## config.mk

```make
export PLATFORM = sky130hd
export DESIGN_NAME = ex_hazard_ctrl
export DESIGN_NICKNAME = d
export VERILOG_FILES = /design/src/rtl/hazard_pkg.sv /design/src/rtl/hazard_match.sv /design/src/rtl/ex_hazard_ctrl.sv
export SDC_FILE = /design/constraint.sdc
export NUM_CORES = 1
export LEC_CHECK = 0
export CAP_MARGIN = 25
export CORE_AREA = 2 2 79 81
export DETAILED_ROUTE_END_ITERATION = 8
export DIE_AREA = 0 0 81 83
export PLACE_DENSITY = 0.76
export SETUP_SLACK_MARGIN = 0.4
export SLEW_MARGIN = 30
export SYNTH_ARGS = -nofsm -noshare
export SYNTH_HDL_FRONTEND = slang
export SYNTH_SLANG_ARGS = --single-unit
```

## constraint.sdc

```tcl
create_clock -name clk -period 3.7 [get_ports clk]
set_clock_uncertainty 0.2 [all_clocks]
set_input_delay 0.925 -clock clk [delete_from_list [all_inputs] [get_ports clk]]
set_output_delay 0.925 -clock clk [all_outputs]
set_load 0.1 [all_outputs]
```

## src/rtl/hazard_pkg.sv

```systemverilog
// Shared definitions for the EX-stage hazard controller: forwarding select
// codes, FSM state encodings and the default register index width.
package hazard_pkg;

    localparam int REG_AW = 5;

    // ALU operand source selects registered into ID/EX
    localparam logic [1:0] FWD_REG   = 2'b00;  // register file / immediate
    localparam logic [1:0] FWD_EXMEM = 2'b10;  // EX/MEM ALUResult
    localparam logic [1:0] FWD_WB    = 2'b01;  // RegWriteData from MEM/WB

    typedef logic [1:0] state_t;

    localparam state_t ST_IDLE     = 2'd0;
    localparam state_t ST_LU_STALL = 2'd1;
    localparam state_t ST_MC_WAIT  = 2'd2;

endpackage

```

## src/rtl/hazard_match.sv

```systemverilog
// Per-source RAW detector: compares one ID source register against the EX and
// MEM destinations and priority-encodes the forwarding select.
module hazard_match
    import hazard_pkg::*;
#(
    parameter int AW = REG_AW
) (
    input  logic          valid,
    input  logic          use_rs,
    input  logic [AW-1:0] rs,
    input  logic [AW-1:0] ex_rd,
    input  logic          ex_regwrite,
    input  logic [AW-1:0] mem_rd,
    input  logic          mem_regwrite,
    output logic          hit_ex,
    output logic [1:0]    sel
);

    logic live;
    logic hit_mem;

    // x0 is hard-wired zero, so it never carries a dependency
    assign live    = valid & use_rs & (rs != '0);
    assign hit_ex  = live & ex_regwrite  & (ex_rd  == rs);
    assign hit_mem = live & mem_regwrite & (mem_rd == rs);

    // EX/MEM holds the younger producer, so it wins over MEM/WB
    always_comb begin
        // NOTE: default assignment first so no path leaves sel unassigned (no latch).
        sel = FWD_REG;
        if (hit_ex) begin
            sel = FWD_EXMEM;
        end else if (hit_mem) begin
            sel = FWD_WB;
        end
    end

endmodule

```

## src/rtl/ex_hazard_ctrl.sv

```systemverilog
// EX-stage hazard controller: forwarding selects, load-use and mul/div stalls,
// branch flushes and the start/done handshake of the iterative mul/div unit.
// Build option: define HAZARD_FWD_EN to enable operand forwarding; without it
// the selects are tied to the register file and every RAW dependency stalls.
module ex_hazard_ctrl #(
    parameter int REG_AW     = 5,
    parameter int MC_MAX_CYC = 64,
    parameter int PERF_W     = 32
) (
    input  logic              clk,
    input  logic              rst_n,
    input  logic              id_valid,
    input  logic [REG_AW-1:0] id_rs1,
    input  logic [REG_AW-1:0] id_rs2,
    input  logic              id_use_rs1,
    input  logic              id_use_rs2,
    input  logic              id_is_mc,
    input  logic [REG_AW-1:0] ex_rd,
    input  logic              ex_regwrite,
    input  logic              ex_memread,
    input  logic [REG_AW-1:0] mem_rd,
    input  logic              mem_regwrite,
    input  logic              br_taken,
    input  logic              mc_done,
    output logic [1:0]        forwardA,
    output logic [1:0]        forwardB,
    output logic              stall_if_id,
    output logic              bubble_id_ex,
    output logic              hold_ex,
    output logic              flush_if_id,
    output logic              flush_id_ex,
    output logic              mc_start,
    output logic              mc_err,
    output logic [PERF_W-1:0] stall_cnt
);

    import hazard_pkg::*;

    localparam int                BUSY_W     = $clog2(MC_MAX_CYC + 1);
    localparam logic [BUSY_W-1:0] BUSY_LIMIT = BUSY_W'(MC_MAX_CYC);

    state_t            state;
    state_t            state_nxt;
    logic [BUSY_W-1:0] busy_cnt;
    logic              hit_ex_a;
    logic              hit_ex_b;
    logic [1:0]        sel_a;
    logic [1:0]        sel_b;
    logic              dep_stall;
    logic              mc_enter;
    logic              mc_timeout;

    hazard_match #(.AW(REG_AW)) u_match_a (
        .valid        (id_valid),
        .use_rs       (id_use_rs1),
        .rs           (id_rs1),
        .ex_rd        (ex_rd),
        .ex_regwrite  (ex_regwrite),
        .mem_rd       (mem_rd),
        .mem_regwrite (mem_regwrite),
        .hit_ex       (hit_ex_a),
        .sel          (sel_a)
    );

    hazard_match #(.AW(REG_AW)) u_match_b (
        .valid        (id_valid),
        .use_rs       (id_use_rs2),
        .rs           (id_rs2),
        .ex_rd        (ex_rd),
        .ex_regwrite  (ex_regwrite),
        .mem_rd       (mem_rd),
        .mem_regwrite (mem_regwrite),
        .hit_ex       (hit_ex_b),
        .sel          (sel_b)
    );

`ifdef HAZARD_FWD_EN
    // Only a load in EX has no forwardable result yet
    assign dep_stall = ex_memread & (hit_ex_a | hit_ex_b);
`else
    // Without bypass paths a load or ALU producer in EX, or any producer in
    // MEM, must reach the write-through register file before ID may read it
    assign dep_stall = (ex_memread & (hit_ex_a | hit_ex_b))
                     | (~ex_memread & (hit_ex_a | hit_ex_b))
                     | (sel_a == FWD_WB) | (sel_b == FWD_WB);
`endif

    // Redirects squash the two youngest stages in the cycle they resolve
    assign flush_if_id = rst_n & br_taken;
    assign flush_id_ex = rst_n & br_taken;

    // FSM next state and stall/bubble/hold strobes; LU_STALL re-evaluates
    // dependencies like IDLE so a multi-cycle RAW wait simply stays there
    always_comb begin
        state_nxt    = state;
        stall_if_id  = 1'b0;
        bubble_id_ex = 1'b0;
        hold_ex      = 1'b0;
        mc_enter     = 1'b0;
        mc_timeout   = 1'b0;
        if (rst_n) begin
            if (state == ST_MC_WAIT && !mc_done && busy_cnt < BUSY_LIMIT) begin
                stall_if_id = 1'b1;
                hold_ex     = 1'b1;
            end else begin
                // Leaving MC_WAIT without mc_done means the watchdog fired
                mc_timeout = (state == ST_MC_WAIT) && !mc_done;
                state_nxt  = ST_IDLE;
                if (br_taken) begin
                    state_nxt = ST_IDLE;
                end else if (dep_stall) begin
                    stall_if_id  = 1'b1;
                    bubble_id_ex = 1'b1;
                    state_nxt    = ST_LU_STALL;
                end else if (id_valid && id_is_mc) begin
                    mc_enter  = 1'b1;
                    state_nxt = ST_MC_WAIT;
                end
            end
        end
    end

    // FSM state, mul/div start pulse, busy watchdog and stall counter
    always_ff @(posedge clk) begin
        if (!rst_n) begin
            state     <= ST_IDLE;
            mc_start  <= 1'b0;
            mc_err    <= 1'b0;
            busy_cnt  <= '0;
            stall_cnt <= '0;
        end else begin
            // NOTE: non-blocking assignments so every flop samples pre-edge values.
            state    <= state_nxt;
            mc_start <= mc_enter;
            if (mc_enter) begin
                busy_cnt <= '0;
            end else if (state == ST_MC_WAIT) begin
                busy_cnt <= busy_cnt + BUSY_W'(1);
            end
            if (mc_timeout) begin
                mc_err <= 1'b1;
            end
            if (stall_if_id && (stall_cnt != {PERF_W{1'b1}})) begin
                stall_cnt <= stall_cnt + PERF_W'(1);
            end
        end
    end

`ifdef HAZARD_FWD_EN
    // ALU selects follow the ID instruction into EX; bubbles carry no operands
    always_ff @(posedge clk) begin
        if (!rst_n) begin
            forwardA <= FWD_REG;
            forwardB <= FWD_REG;
        end else if (bubble_id_ex || flush_id_ex) begin
            forwardA <= FWD_REG;
            forwardB <= FWD_REG;
        end else if (!hold_ex) begin
            forwardA <= sel_a;
            forwardB <= sel_b;
        end
    end
`else
    assign forwardA = FWD_REG;
    assign forwardB = FWD_REG;
`endif

    // A redirect while the mul/div owns EX cannot occur in a legal pipeline
    a_no_br_in_mc: assert property (@(posedge clk) disable iff (!rst_n)
        !(state == ST_MC_WAIT && br_taken));

endmodule
```

==> results of run 1 <==
[layout by cell type (no fill, tap or decap), drive strengths merged, types with 8 or more instances in the layout]
cell type and instances:
nand2 37, nand3 13, mux2i 11, clkdlybuf4s50 9, dfxtp 43, a21oi 10, dlygate4sd2 8, clkbuf 8
nand2b 12, buf 64, nand4 17, xnor2 38, nor2 36
[state kept, by name, summed over array words and instances (netlist names)]
name / count
busy_cnt: 7
mc_start: 1
stall_cnt: 32
mc_err: 1
state: 2
[power by group through the flow]
stage | Combinational, uW | Clock [uW] | Sequential, uW
finish | 152 | 315 | 465
CTS | 149 | 321 | 465
global route | 161 | 339 | 466
detailed placement | 155 | 0 | 476
global placement | 153 | 0 | 476
floorplan | 88.9 | 0 | 480
[cell families (layout without fill, tap and decap cells)]
family,count (synthesis),count (layout),synth area share
AO/OA/AOI/OAI,38,38,0.126
XOR/XNOR,41,41,0.141
adder cells (fa/ha/maj),2,2,0.00983
buffers and inverters,23,104,0.0447
flip-flops,43,43,0.338
multiplexers,11,11,0.0433
other,1,4,0.00147
AND/OR/NAND/NOR,149,149,0.295
[what timing repair did]
item	in CTS	in global routing
pin swaps	11	11
resized for setup	36	11
buffers inserted	2	3
endpoints found under the setup margin	15	2
[metrics by stage]
| step | area [um^2] | TNS (ns) |
|---|---|---|
| 2_1_floorplan | 2650 | -0.0378 |
| 3_3_place_gp | 3400 | -0.352 |
| 3_5_place_dp | 3400 | -0.414 |
| 4_1_cts | 3480 | 0 |
| 5_1_grt | 3510 | 0 |
| 6_report | 3510 | 0 |
[path summary, 6_finish.rpt]
check	from	to	slack (ns)
worst min register to register	busy_cnt[1]$_SDFFE_PP0N_	busy_cnt[1]$_SDFFE_PP0N_	0.28
worst max-delay path	id_rs1[0]	stall_if_id	0.13
worst min-delay path	busy_cnt[1]$_SDFFE_PP0N_	busy_cnt[1]$_SDFFE_PP0N_	0.28
worst max register to register	stall_cnt[3]$_SDFFE_PN0P_	stall_cnt[31]$_SDFFE_PN0P_	1.15
[metal layers]
layer  share of wire  routed length, um  GRT usage
met2            0.50               3320      0.354
met1            0.42               2810      0.246
met4           0.014                 92     0.0616
met5               0                  0          0
met3           0.072                483     0.0370
[final cells by class]
cell class	count	area (um^2)
Clock buffer	5	68.8
Sequential cell	43	861
Clock inverter	3	23.8
Timing Repair Buffer	89	774
Inverter	7	26.3
Tap cell	75	93.8
Multi-Input combinational cell	245	1660
Fill cell	547	2310
[worst register-to-register path, stage by stage, from the launching register on]
cell and delay, ns:
sky130_fd_sc_hd__dfxtp_1 0.45, sky130_fd_sc_hd__and4_1 0.25, sky130_fd_sc_hd__nand3_1 0.16, sky130_fd_sc_hd__nor4_1 0.41
sky130_fd_sc_hd__nand4_1 0.26, sky130_fd_sc_hd__a2111oi_0 0.51, sky130_fd_sc_hd__xnor2_1 0.17, sky130_fd_sc_hd__nor2_1 0.05
==> results.txt, run 1 <==
----------------------------------------------------
[Status]
  Result of the run ... finished clean

[Die]
  I/O Pins ... 74
  Site row count ... 28
  Starting utilization of the core area ... 0.438
  Core region area ... 5820 um^2
  Floorplan die area ... around 6700 um^2
  Die span in y ... between 80 and 90 um
  Die width ... 81 um

[Synthesis]
  Mapped cell area ... 2540 um^2
  Mapped Cells ... 308
  Flops & latches, synth ... 43
  Portion of synthesized cell area occupied by the leading cell type ... 0.338
  Number of warnings printed during yosys synthesis ... 0
  Average cell area after synthesis ... a little over 8 um^2
  Leading post-synthesis cells by instance count ... sky130_fd_sc_hd__dfxtp_1, sky130_fd_sc_hd__xnor2_1, sky130_fd_sc_hd__nand2_1, sky130_fd_sc_hd__nor2_1, sky130_fd_sc_hd__nand4_1
  Top-count cell post-synth ... sky130_fd_sc_hd__dfxtp_1
  Main area contributors after synthesis ... sky130_fd_sc_hd__dfxtp_1, sky130_fd_sc_hd__xnor2_1, sky130_fd_sc_hd__nand2_1
  Synth Flop Type ... sky130_fd_sc_hd__dfxtp_1
  Dominant cell type by area after synthesis ... sky130_fd_sc_hd__dfxtp_1
  Unique masters post-synth ... 47
  Count of flip-flops with a built-in enable after synthesis ... 0
  Sequential share of the synthesized area ... 0.338
  Fraction of registers with async set/reset ... 0

[Routing]
  Remaining routing DRC violations ... 0
  Total number of vias ... between 2000 and 2500
  Routed via count divided by cell count ... between 5 and 6
  Detailed-route wire length ... 6710 um
  First DRT Iteration DRCs ... 87
  Count of TritonRoute iterations in the first routing pass ... 4
  Count of antenna-violating nets left after detailed routing ... 0
  Routed length per instance ... 14.4 um

[Power and ir drop]
  Total power divided by cell area ... 266 nW/um^2
  Post-layout power ... ~930 uW
  Part of the power in registers ... 0.499
  Clk network pwr share ... 0.338
  Static Leak ... approximately 0.0013 uW
  Net switching component of the power ... 268 uW
  Net switching share of the total power ... 0.288
  Combinational Power Share ... 0.163
  Peak supply drop ... 0.000146 V
  Total internal power ... 663 uW

[Timing]
  Time the final worst path needs with I/O delays and setup ... 3.57 ns
  Unrepaired setup endpoints after global routing ... yes
  Least setup slack across all paths after layout ... 0.134 ns
  Worst Hold Margin ... between 0.2 and 0.3 ns
  Highest clock frequency the design can meet ... ~280 MHz
  Final setup violation count ... 0
  Worst slew slack as a fraction of its limit ... 0.646
  Number of max-slew violations in the final report ... 0
  Transition time at the pin with the least slew margin ... 0.531 ns
  Count of endpoints failing hold in the final timing report ... 0
  Share of the clock period used by the worst path ... 0.964

[CTS]
  Inserted Clock Buffers ... 5
  Max H-tree Level ... 2
  CTS sink count ... 43
  Hold buffer count at CTS ... 0
  Clock latency reported for the late side of the worst-skew pair ... about 0.30 ns
  Register clock-pin slew on the reported worst setup and hold paths ... 0.09 ns
  Number of buffers on the longest clock path ... 2
  TritonCTS clock tree ... yes
  Buffer type at the clock tree root ... sky130_fd_sc_hd__clkbuf_8

[Setup path]
  Delay contributed by the slowest stage of the critical path ... 0.37 ns
  Crit Path Class ... input port to output pin
  Nature of the critical path endpoint ... output pin
  Crit start category ... input port
  Cell depth of the worst setup path ... 7
  Critical-path top delay cell ... sky130_fd_sc_hd__or3_1
  Crit path max-delay family ... compound AO/OA/AOI/OAI gates
  Worst Path Required ... 2.57 ns
  Worst Path Buf+Inv ... 2
  Number of cells on the worst reg-to-reg path ... 7
  Crit path cell chain ... buf_6 > or3_1 > o311a_1 > and2_4 > a32oi_4 > a21oi_4 > buf_12
  Arr. time, crit path ... 2.44 ns
  Largest fanout on the critical path ... 3

[Placement]
  Port Buf Inserts ... 68
  HPWL reported at the end of detailed placement ... 4990 um
  DP Cell Count ... 454
  Worst slack at placement ... -0.207 ns
  Routability cong. ... between 0.8 and 0.9

[GRT]
  Initial antenna violation count ... 0
  GRT Resource Usage Total ... 0.202
  Maximum number of pins on one net before global-route repair ... 26
  GRT overflow ... 0
  Number of global-route vias before repair ... between 2000 and 2500
  Global-route wire length before repair ... 11000 um

[Run]
  Count of maximum capacitance violations ... 0

[Final layout]
  Final Core Density ... 0.603
  Layout-stage area growth over the synthesis result ... 37.9%
  # nets final ... 424
  Non-filler cells, final ... ~470
  Fraction of layout instances using a drive strength above 1 ... 0.235
  Number of inserted diodes ... 0

[Worst hold path]
  Cells on Worst Hold Path ... 2
  Min-Delay Path Class ... register to register

----------------------------------------------------
Power figures use the tool's default switching activity.
==> run 2, diff against run 1 <==
--- a/config.mk
+++ b/config.mk
@@ -11,6 +11,7 @@
 export DIE_AREA = 0 0 81 83
 export PLACE_DENSITY = 0.76
 export SETUP_SLACK_MARGIN = 0.4
+export SKIP_CTS_REPAIR_TIMING = 1
 export SLEW_MARGIN = 30
 export SYNTH_ARGS = -nofsm -noshare
 export SYNTH_HDL_FRONTEND = slang
==> constraint.sdc (replaced) <==
create_clock -name clk -period 4.1 [get_ports clk]
set_clock_uncertainty 0.2 [all_clocks]
set_input_delay 1.025 -clock clk [delete_from_list [all_inputs] [get_ports clk]]
set_output_delay 1.025 -clock clk [all_outputs]
set_load 0.1 [all_outputs]
==> run 2 against run 1 <==
Against the previous run:
- power fell by 11%
- via count fell by 0.16%
- final area rose by 3.2%
- core utilization rose by 1.9 points
- hold slack improved by 0.0016 ns
- global-route usage fell by 0.33 points
- combinational power fell by 7%
- first-iteration DRC count rose by 48%
- clock power fell by 15%
- largest cell class unchanged
- largest power group unchanged
==> results.txt, run 2 (synthesis results as in run 1) <==
----------------------------------------------------
[Status]
  Result of the run ... finished clean (unchanged)

[GRT]
  Met2 usage in global routing ... 0.324 (was 0.354)
  Global Route met1 Usage ... 0.261 (was 0.246)
  Highest-utilization routing layer at the global route stage ... met2 (unchanged)
  GRT overflow ... 0 (unchanged)
  Maximum number of pins on one net before global-route repair ... 29 (was 26)
  Initial antenna violation count ... 0 (unchanged)
  Met3 capacity usage during global routing ... 0.0304 (was 0.0370)
  Global-route wire length before repair ... 10800 um (was 11000 um)
  GRT Resource Usage Total ... 0.199 (was 0.202)
  Number of global-route vias before repair ... 2385 (was 2443)

[Setup path]
  Worst Path Required ... 2.87 ns (was 2.57 ns)
  Arr. time, crit path ... 2.57 ns (was 2.44 ns)
  Nature of the critical path endpoint ... output pin (unchanged)
  Crit start category ... input port (unchanged)
  Largest fanout on the critical path ... 3 (unchanged)
  Crit Path Class ... input port to output pin (unchanged)

[CTS]
  CTS sink count ... 43 (unchanged)
  Number of buffers on the longest clock path ... 2 (unchanged)
  TritonCTS clock tree ... yes (unchanged)
  Max H-tree Level ... 2 (unchanged)
  Inserted Clock Buffers ... 5 (unchanged)
  Buffer type at the clock tree root ... sky130_fd_sc_hd__clkbuf_8 (unchanged)
  Register clock-pin slew on the reported worst setup and hold paths ... 0.08 ns (was 0.09 ns)
  Clock latency reported for the late side of the worst-skew pair ... 0.30 ns (about the same)

[Timing]
  Time the final worst path needs with I/O delays and setup ... 3.80 ns
  Highest clock frequency the design can meet ... roughly 260 MHz
  Final setup TNS ... 0 ns (unchanged)
  Number of max-slew violations in the final report ... 0 (unchanged)
  Share of the clock period used by the worst path ... 0.926
  Unrepaired setup endpoints after global routing ... yes (unchanged)
  Transition time at the pin with the least slew margin ... 0.979 ns (was 0.531 ns)
  Final setup violation count ... 0 (unchanged)
  Worst slew slack as a fraction of its limit ... 0.345 (was 0.646)
  Count of endpoints failing hold in the final timing report ... 0 (unchanged)
  Least setup slack across all paths after layout ... 0.304 ns (was 0.134 ns)

[Final layout]
  Final Core Density ... 0.623 (was 0.603)
  Fraction of layout instances using a drive strength above 1 ... 0.125 (was 0.235)
  Layout-stage area growth over the synthesis result ... 42.3% (was 37.9%)
  Most used cells in the layout excluding fill and tap cells ... sky130_fd_sc_hd__dfxtp_1, sky130_fd_sc_hd__clkdlybuf4s50_1, sky130_fd_sc_hd__nand2_1, sky130_fd_sc_hd__xnor2_1, sky130_fd_sc_hd__nor2_1 (was sky130_fd_sc_hd__buf_4, sky130_fd_sc_hd__dfxtp_1, sky130_fd_sc_hd__nand2_1, sky130_fd_sc_hd__xnor2_1, sky130_fd_sc_hd__nor2_1)
  Number of inserted diodes ... 0 (unchanged)
  # nets final ... 416 (was 424)
  Biggest regs ... stall_cnt: 32 flops, busy_cnt: 7 flops, state: 2 flops (unchanged)
  Most frequent standard cell in the layout excluding fill and tap cells ... sky130_fd_sc_hd__dfxtp_1 (was sky130_fd_sc_hd__buf_4)
  Finished Cell Area ... 3620 um^2 (was 3510 um^2)
  Filler cells ... 521 (was 547)
  Register containing the most flip-flops in the final layout ... stall_cnt (unchanged)
  Footprint of the multi-input gates ... 1690 um^2 (was 1660 um^2)
  Storage element area ... 861 um^2 (unchanged)
  Number of flip-flops under the largest register name ... 32 (unchanged)

[Placement]
  Post-DP Area ... 3400 um^2 (about the same)
  Worst slack at placement ... 0.0252 ns (was -0.207 ns)
  HPWL reported at the end of detailed placement ... 4760 um (was 4990 um)
  Port Buf Inserts ... 68 (unchanged)
  Routability cong. ... 0.809 (was 0.804)

[Run]
  Count of maximum capacitance violations ... 0 (unchanged)

[Power and ir drop]
  Static Leak ... 0.00136 uW (was 0.00131 uW)
  Post-layout power ... 829 uW (was 932 uW)
  Total power divided by cell area ... 229 nW/um^2 (was 266 nW/um^2)
  Peak supply drop ... 0.000131 V (was 0.000146 V)

[Worst hold path]
  Min-Delay Path Class ... register to register (unchanged)

[Routing]
  Total number of vias ... 2477 (was 2481)
  Detailed-route wire length ... 6840 um (was 6710 um)
  Routed length per instance ... 14.9 um (was 14.4 um)
  Remaining routing DRC violations ... 0 (unchanged)
  Routed via count divided by cell count ... 5.40 (was 5.31)
  First DRT Iteration DRCs ... 129 (was 87)
  Count of TritonRoute iterations in the first routing pass ... 4 (unchanged)
  Count of antenna-violating nets left after detailed routing ... 0 (unchanged)

[Die]
  Floorplan die area ... 6720 um^2 (unchanged)
  Site row count ... 28 (unchanged)
  Core region area ... 5820 um^2 (unchanged)
  Starting utilization of the core area ... 0.438 (unchanged)
  Die width ... 81 um (unchanged)
  Die span in y ... 83 um (unchanged)
  I/O Pins ... 74 (unchanged)

----------------------------------------------------
[run 2: cell types whose count changed in the layout (fill, tap and decap cells not counted), sizes merged]
cell           previous run  this run
clkdlybuf4s50             9        42
clkinvlp                  2         0
dlygate4sd2               8         0
inv                       7         6
buf                      64        21
clkinv                    1         2
clkdlybuf4s15             5         0
dlymetal6s2s              0        17
[run 2: worst max-delay path: stages]
cell and delay, ns:
sky130_fd_sc_hd__buf_6 0.09, sky130_fd_sc_hd__or3_4 0.37, sky130_fd_sc_hd__o311a_1 0.36, sky130_fd_sc_hd__and2_4 0.17, sky130_fd_sc_hd__a32oi_4 0.27, sky130_fd_sc_hd__a21oi_4 0.10
sky130_fd_sc_hd__buf_12 0.18
[run 2: layout make-up]
class	instances	share of cell area
clock buffer	7	0.0211
clock inverter	1	0.00138
inverter	7	0.00726
multi-input combinational	245	0.468
timing repair buffer	81	0.239
sequential	43	0.238
tap	75	0.0259
[run 2: power by group]
part | switching, uW | internal, uW | total, uW
logic | 81.3 | 61.1 | 142
registers | 1.20 | 419 | 420
clock network | 147 | 120 | 267
[run 2: path summary, 6_finish.rpt]
check             depth (start not counted)                       from                         end  slack, ns
setup / recovery                          7                  id_rs1[3]                 stall_if_id       0.30
hold / removal                            2        mc_err$_SDFFE_PN0P_         mc_err$_SDFFE_PN0P_       0.28
hold reg to reg                           2        mc_err$_SDFFE_PN0P_         mc_err$_SDFFE_PN0P_       0.28
setup reg to reg                          8  stall_cnt[0]$_SDFFE_PN0P_  stall_cnt[17]$_SDFFE_PN0P_       1.51
[run 2: layer usage]
metal / vias up / routed length (um)
li1: 1226 / -
met1: 1164 / 2910
met2: 68 / 3450
met3: 19 / 302
met4: 0 / 183
met5: - / 0
[run 2: per-stage QoR]
step	std cells	hold slack, ns
detailed placement	447	0.271
finish	459	0.284
floorplan	311	0.254
CTS	455	0.290
global route	459	0.316
global placement	447	0.254
